`config.mk`:
```
export PLATFORM = sky130hd
export DESIGN_NAME = rsff_bank_arbiter
export DESIGN_NICKNAME = d
export VERILOG_FILES = /design/src/rtl/rsff_bank_arbiter.sv
export SDC_FILE = /design/constraint.sdc
export NUM_CORES = 1
export LEC_CHECK = 0
export BUFFER_PORTS_ARGS = -buffer_cell sky130_fd_sc_hd__buf_2
export CAP_MARGIN = 20
export CORE_MARGIN = 2
export CORE_UTILIZATION = 47
export CTS_CLUSTER_DIAMETER = 40
export DETAILED_ROUTE_END_ITERATION = 8
export GPL_ROUTABILITY_DRIVEN = 0
export PLACE_DENSITY = 0.77
export SETUP_SLACK_MARGIN = 0.1
export SLEW_MARGIN = 40
export SYNTH_ARGS = -nofsm -noshare
export SYNTH_HDL_FRONTEND = slang
export SYNTH_SLANG_ARGS = --single-unit
```
`constraint.sdc`:
```
create_clock -name clk -period 1.6 [get_ports clk]
set_input_delay 0.08 -clock clk [delete_from_list [all_inputs] [get_ports clk]]
set_output_delay 0.08 -clock clk [all_outputs]
set_load 0.005 [all_outputs]
```
`src/rtl/rsff_bank_arbiter.sv`:
```
// Shared set/reset flag bank with a two-cycle IDLE/ARB write arbiter.
// Define RSFF_ARB_ROUNDROBIN_EN for round-robin arbitration; default is fixed priority (lowest index).
module rsff_bank_arbiter #(
    parameter int unsigned     NREQ      = 4,
    parameter int unsigned     WIDTH     = 8,
    parameter int unsigned     IDXW      = 3,
    parameter logic [WIDTH-1:0] RESET_VAL = '0
) (
    input  logic                 clk,
    input  logic                 reset,
    input  logic [NREQ-1:0]      req,
    input  logic [NREQ-1:0]      op,
    input  logic [NREQ*IDXW-1:0] idx,
    input  logic                 clr_all,
    output logic [NREQ-1:0]      gnt,
    output logic [WIDTH-1:0]     q,
    output logic                 busy
);

    localparam int unsigned WW = (NREQ > 1) ? $clog2(NREQ) : 1;

    localparam logic [0:0] IDLE = 1'b0;
    localparam logic [0:0] ARB  = 1'b1;

    logic [0:0]       state_q;
    logic [NREQ-1:0]  gnt_q;
    logic             win_op_q;
    logic [IDXW-1:0]  win_idx_q;
    logic [WIDTH-1:0] q_q, q_d;
    logic [WW-1:0]    win_d;

`ifdef RSFF_ARB_ROUNDROBIN_EN
    logic [WW-1:0] ptr_q;
    logic          found;

    // Search starts at the round-robin pointer and wraps around.
    always_comb begin
        win_d = '0;
        found = 1'b0;
        for (int unsigned k = 0; k < NREQ; k++) begin
            if (!found && req[(32'(ptr_q) + k) % NREQ]) begin
                win_d = WW'((32'(ptr_q) + k) % NREQ);
                found = 1'b1;
            end
        end
    end
`else
    // Fixed priority: descending scan leaves the lowest requesting index.
    always_comb begin
        win_d = '0;
        for (int k = int'(NREQ) - 1; k >= 0; k--) begin
            if (req[k]) win_d = WW'(k);
        end
    end
`endif

    // Out-of-range indices match no bit, so the write is dropped; clr_all wins over a write.
    always_comb begin
        q_d = q_q;
        if (clr_all) begin
            q_d = '0;
        end else if (state_q == ARB) begin
            for (int unsigned b = 0; b < WIDTH; b++) begin
                if (32'(win_idx_q) == b) q_d[b] = win_op_q;
            end
        end
    end

    always_ff @(posedge clk or posedge reset) begin
        if (reset) begin
            state_q   <= IDLE;
            gnt_q     <= '0;
            win_op_q  <= 1'b0;
            win_idx_q <= '0;
            q_q       <= RESET_VAL;
`ifdef RSFF_ARB_ROUNDROBIN_EN
            ptr_q     <= '0;
`endif
        end else begin
            q_q <= q_d;
            case (state_q)
                IDLE: begin
                    if (|req) begin
                        state_q   <= ARB;
                        gnt_q     <= NREQ'(1) << win_d;
                        win_op_q  <= op[win_d];
                        win_idx_q <= idx[win_d*IDXW +: IDXW];
`ifdef RSFF_ARB_ROUNDROBIN_EN
                        ptr_q     <= (32'(win_d) == NREQ - 1) ? '0 : win_d + 1'b1;
`endif
                    end
                end
                ARB: begin
                    state_q <= IDLE;
                    gnt_q   <= '0;
                end
                default: begin
                    state_q <= IDLE;
                    gnt_q   <= '0;
                end
            endcase
        end
    end

    assign gnt  = gnt_q;
    assign q    = q_q;
    assign busy = (state_q == ARB);

endmodule

```
==> impl_results.md <==
* Pwr dens at 949 mW/mm^2
* Crit-path slowest cell: dfrtp_2
* Number of vias per cell at 5.43
* CP delay by family, top: flip-flops
* Static Leak at 0.592 nW
* CP max FO at 18
* Cell Area, Synth at 947 um^2
* CP bufs+invs at 0
* Post-Place Worst Slack at 0.209 ns
* H-tree depth at 1
* Period minus WS final at 1.34 ns
* #FFs+latches synth at 17
* Worst Setup Slack, final at 0.258 ns
* CTS Root Buffer Type: clkbuf_4
* Overall die width at 48.9 um
* Dpl cells at 150
* Critical Path Sink Type: register
* Die Y at 48.9 um
* Synth unique cells at 25
* Clk_skew at 0.0116 ns
* First-pass GRT wire length at 3590 um
* Final non-filler cell total at 155
* Post-CTS Setup Bufs at 0
* Syn Nets at 118
* TNS Setup at 0 ns
* Final setup viols at 0
* CTS clk-pin slew, worst paths at 0.10 ns
* CTS buffer count at 3
* Period utilisation layout at 83.9%
* Clock latency at the later pin of the worst-skew pair at 0.29 ns
* Final ANT Viol Nets at 0
* CP max stage delay at 0.56 ns
* Maxcap violations at 0
* Crit-path cells: nor4b_1 > mux2i_1 > nor2_1
* TritonCTS clock tree: done
* Largest net degree at the start of global routing at 19
* Core Region at 0.00192 mm^2
* Syn Inst Count at 95
* Final #Nets at 152
* Wirelength per Cell at 13.3 um
* Final Max Tran Viols at 0
* CP required at 1.79 ns
* Mapped Avg Cell Area at 9.97 um^2
* Hold Crit Class: primary input to register
* Rows at 16
* First-pass detailed-route iteration total at 5
* Tot Pwr at 1.09 mW
* Rel. slew slack at 58.8%
* Critical Path AT at 1.53 ns
* Seq/Total Area, Yosys at 44.9%
* Unrepaired setup endpoints after global routing: false
* Layout fillers at 191
* Ant diodes at 0
* Status: completed
* CP Launch Type: register
* Final hold violation count at 0
* DP Wirelength at 1550 um
* Via count at 841
* Worst slew pin tran at 0.617 ns
* Critical path type: register to register
* Layout area overhead at 21.4%
* Dpl cell area at 0.00111 mm^2
* Die area at 0.00239 mm^2
* Initial antenna violation count at 0
* Share of cells above drive strength 1 at 36.7%
* Final WL at 2060 um
* Sink Count at 17
* Final Cell Area at 0.00115 mm^2
* Initial DRC count at 24
* Vias in the first global route at 813
* Warnings from Yosys at 0
* Peak supply drop at 0.000619 V
* CTS Buffer Depth at 2
* Gr usage total at 19.1%
* IO buf count at 35
* Starting density of the core at 49.3%
* GR Overflow Total at 0
* Top Ports at 36
* DRC errors left at 0
* Achievable Freq at 745 MHz
## synthesized netlist by cell type
library cell | number | area, um^2
a21o_1 | 4 | 30.0
a21oi_1 | 11 | 55.1
and4bb_2 | 3 | 37.5
buf_1 | 1 | 3.75
buf_2 | 3 | 15.0
buf_6 | 2 | 22.5
clkbuf_1 | 1 | 3.75
dfrtp_1 | 17 | 425
inv_1 | 2 | 7.51
mux2i_1 | 8 | 80.1
nand2_1 | 8 | 30.0
nand3b_1 | 4 | 30.0
nand4_1 | 1 | 6.26
nand4b_1 | 3 | 26.3
nor2_1 | 10 | 37.5
nor2_2 | 1 | 6.26
nor3_1 | 2 | 10.0
nor3_2 | 1 | 10.0
nor4_1 | 1 | 6.26
nor4_4 | 1 | 21.3
nor4b_1 | 1 | 8.76
o21a_1 | 1 | 7.51
o21ai_0 | 4 | 20.0
o32a_1 | 4 | 40.0
or2_2 | 1 | 6.26
## final cells by class
type / instances / area (um^2) / area share, %
clock buffers: 3 / 22.5 / 1.96
well taps: 27 / 33.8 / 2.94
clock inverters: 1 / 5.00 / 0.435
repair buffers: 36 / 185 / 16.1
inverters: 2 / 7.51 / 0.653
multi-input cells: 69 / 469 / 40.8
flip-flops and latches: 17 / 427 / 37.1
## cells by family after synthesis
kind of cell	count (synthesis)	share of synthesized area, %
AND/OR/NAND/NOR	37	25.0
multiplexers	8	8.45
AO/OA/AOI/OAI	24	16.1
buffers and inverters	9	5.55
flip-flops	17	44.9
## layer usage
metal / wire (um) / up-vias / share of wire [%] / track usage (%)
met5: 0 / - / 0 / 0
met4: 15 / 0 / 0.73 / 7.14
met3: 132 / 4 / 6.4 / 2.15
met2: 984 / 38 / 48 / 33.3
met1: 931 / 387 / 45 / 24.2
li1: - / 412 / - / -
## path summary, 6_finish.rpt
| check | start | slack [ns] | end | cells past startpoint |
|---|---|---|---|---|
| worst max-delay path | busy | 0.26 | q[0] | 3 |
| worst min-delay path | clr_all | 0.04 | q[0] | 2 |
| worst max register to register | busy | 0.26 | q[0] | 3 |
| worst min register to register | gnt[3] | 0.49 | gnt[3] | 1 |
| max in group asynchronous | reset | 0.78 | busy | 3 |
| min in group asynchronous | reset | 0.39 | win_idx_q[2] | 3 |
## power by group
part	switching [mW]	internal, mW
combinational	0.114	0.151
sequential	0.112	0.492
clock	0.129	0.0929
total	0.356	0.736
## registers in the layout (all words and copies together) (netlist names)
signal     count
win_idx_q      3
win_op_q       1
busy           1
gnt            4
q              8
## layout by cell type, fill, tap and decap left out, types with 2 or more instances in the layout
cell / synthesis / final
nor3_1: 2 / 2
nor2_1: 10 / 10
and4bb_2: 3 / 3
inv_1: 2 / 2
nand4b_1: 3 / 3
mux2i_1: 8 / 8
a21o_1: 4 / 4
a21oi_1: 11 / 11
nand2_1: 8 / 8
buf_2: 3 / 35
nand3b_1: 4 / 4
o21ai_0: 4 / 4
dfrtp_1: 17 / 16
clkbuf_4: 0 / 3
o32a_1: 4 / 4
## worst reg2reg max path, stage by stage, from the launching register on
cell     delay [ns]
dfrtp_2        0.56
nor4b_1        0.40
mux2i_1        0.23
nor2_1         0.05
## timing repair
action | in CTS | in global routing
setup endpoints to repair | 0 | 1
hold endpoints to repair | 17 | 0
hold buffers | 1 | 0
resized for setup | 0 | 1
## through the flow
stage          hold slack [ns]  util, %
2_1_floorplan          0.00607        -
3_3_place_gp             0.187     57.8
3_5_place_dp             0.192     57.8
4_1_cts                 0.0310     59.8
5_1_grt                 0.0419     59.8
6_report                0.0370     59.8
No activity file was read; power rests on OpenSTA's default activity.
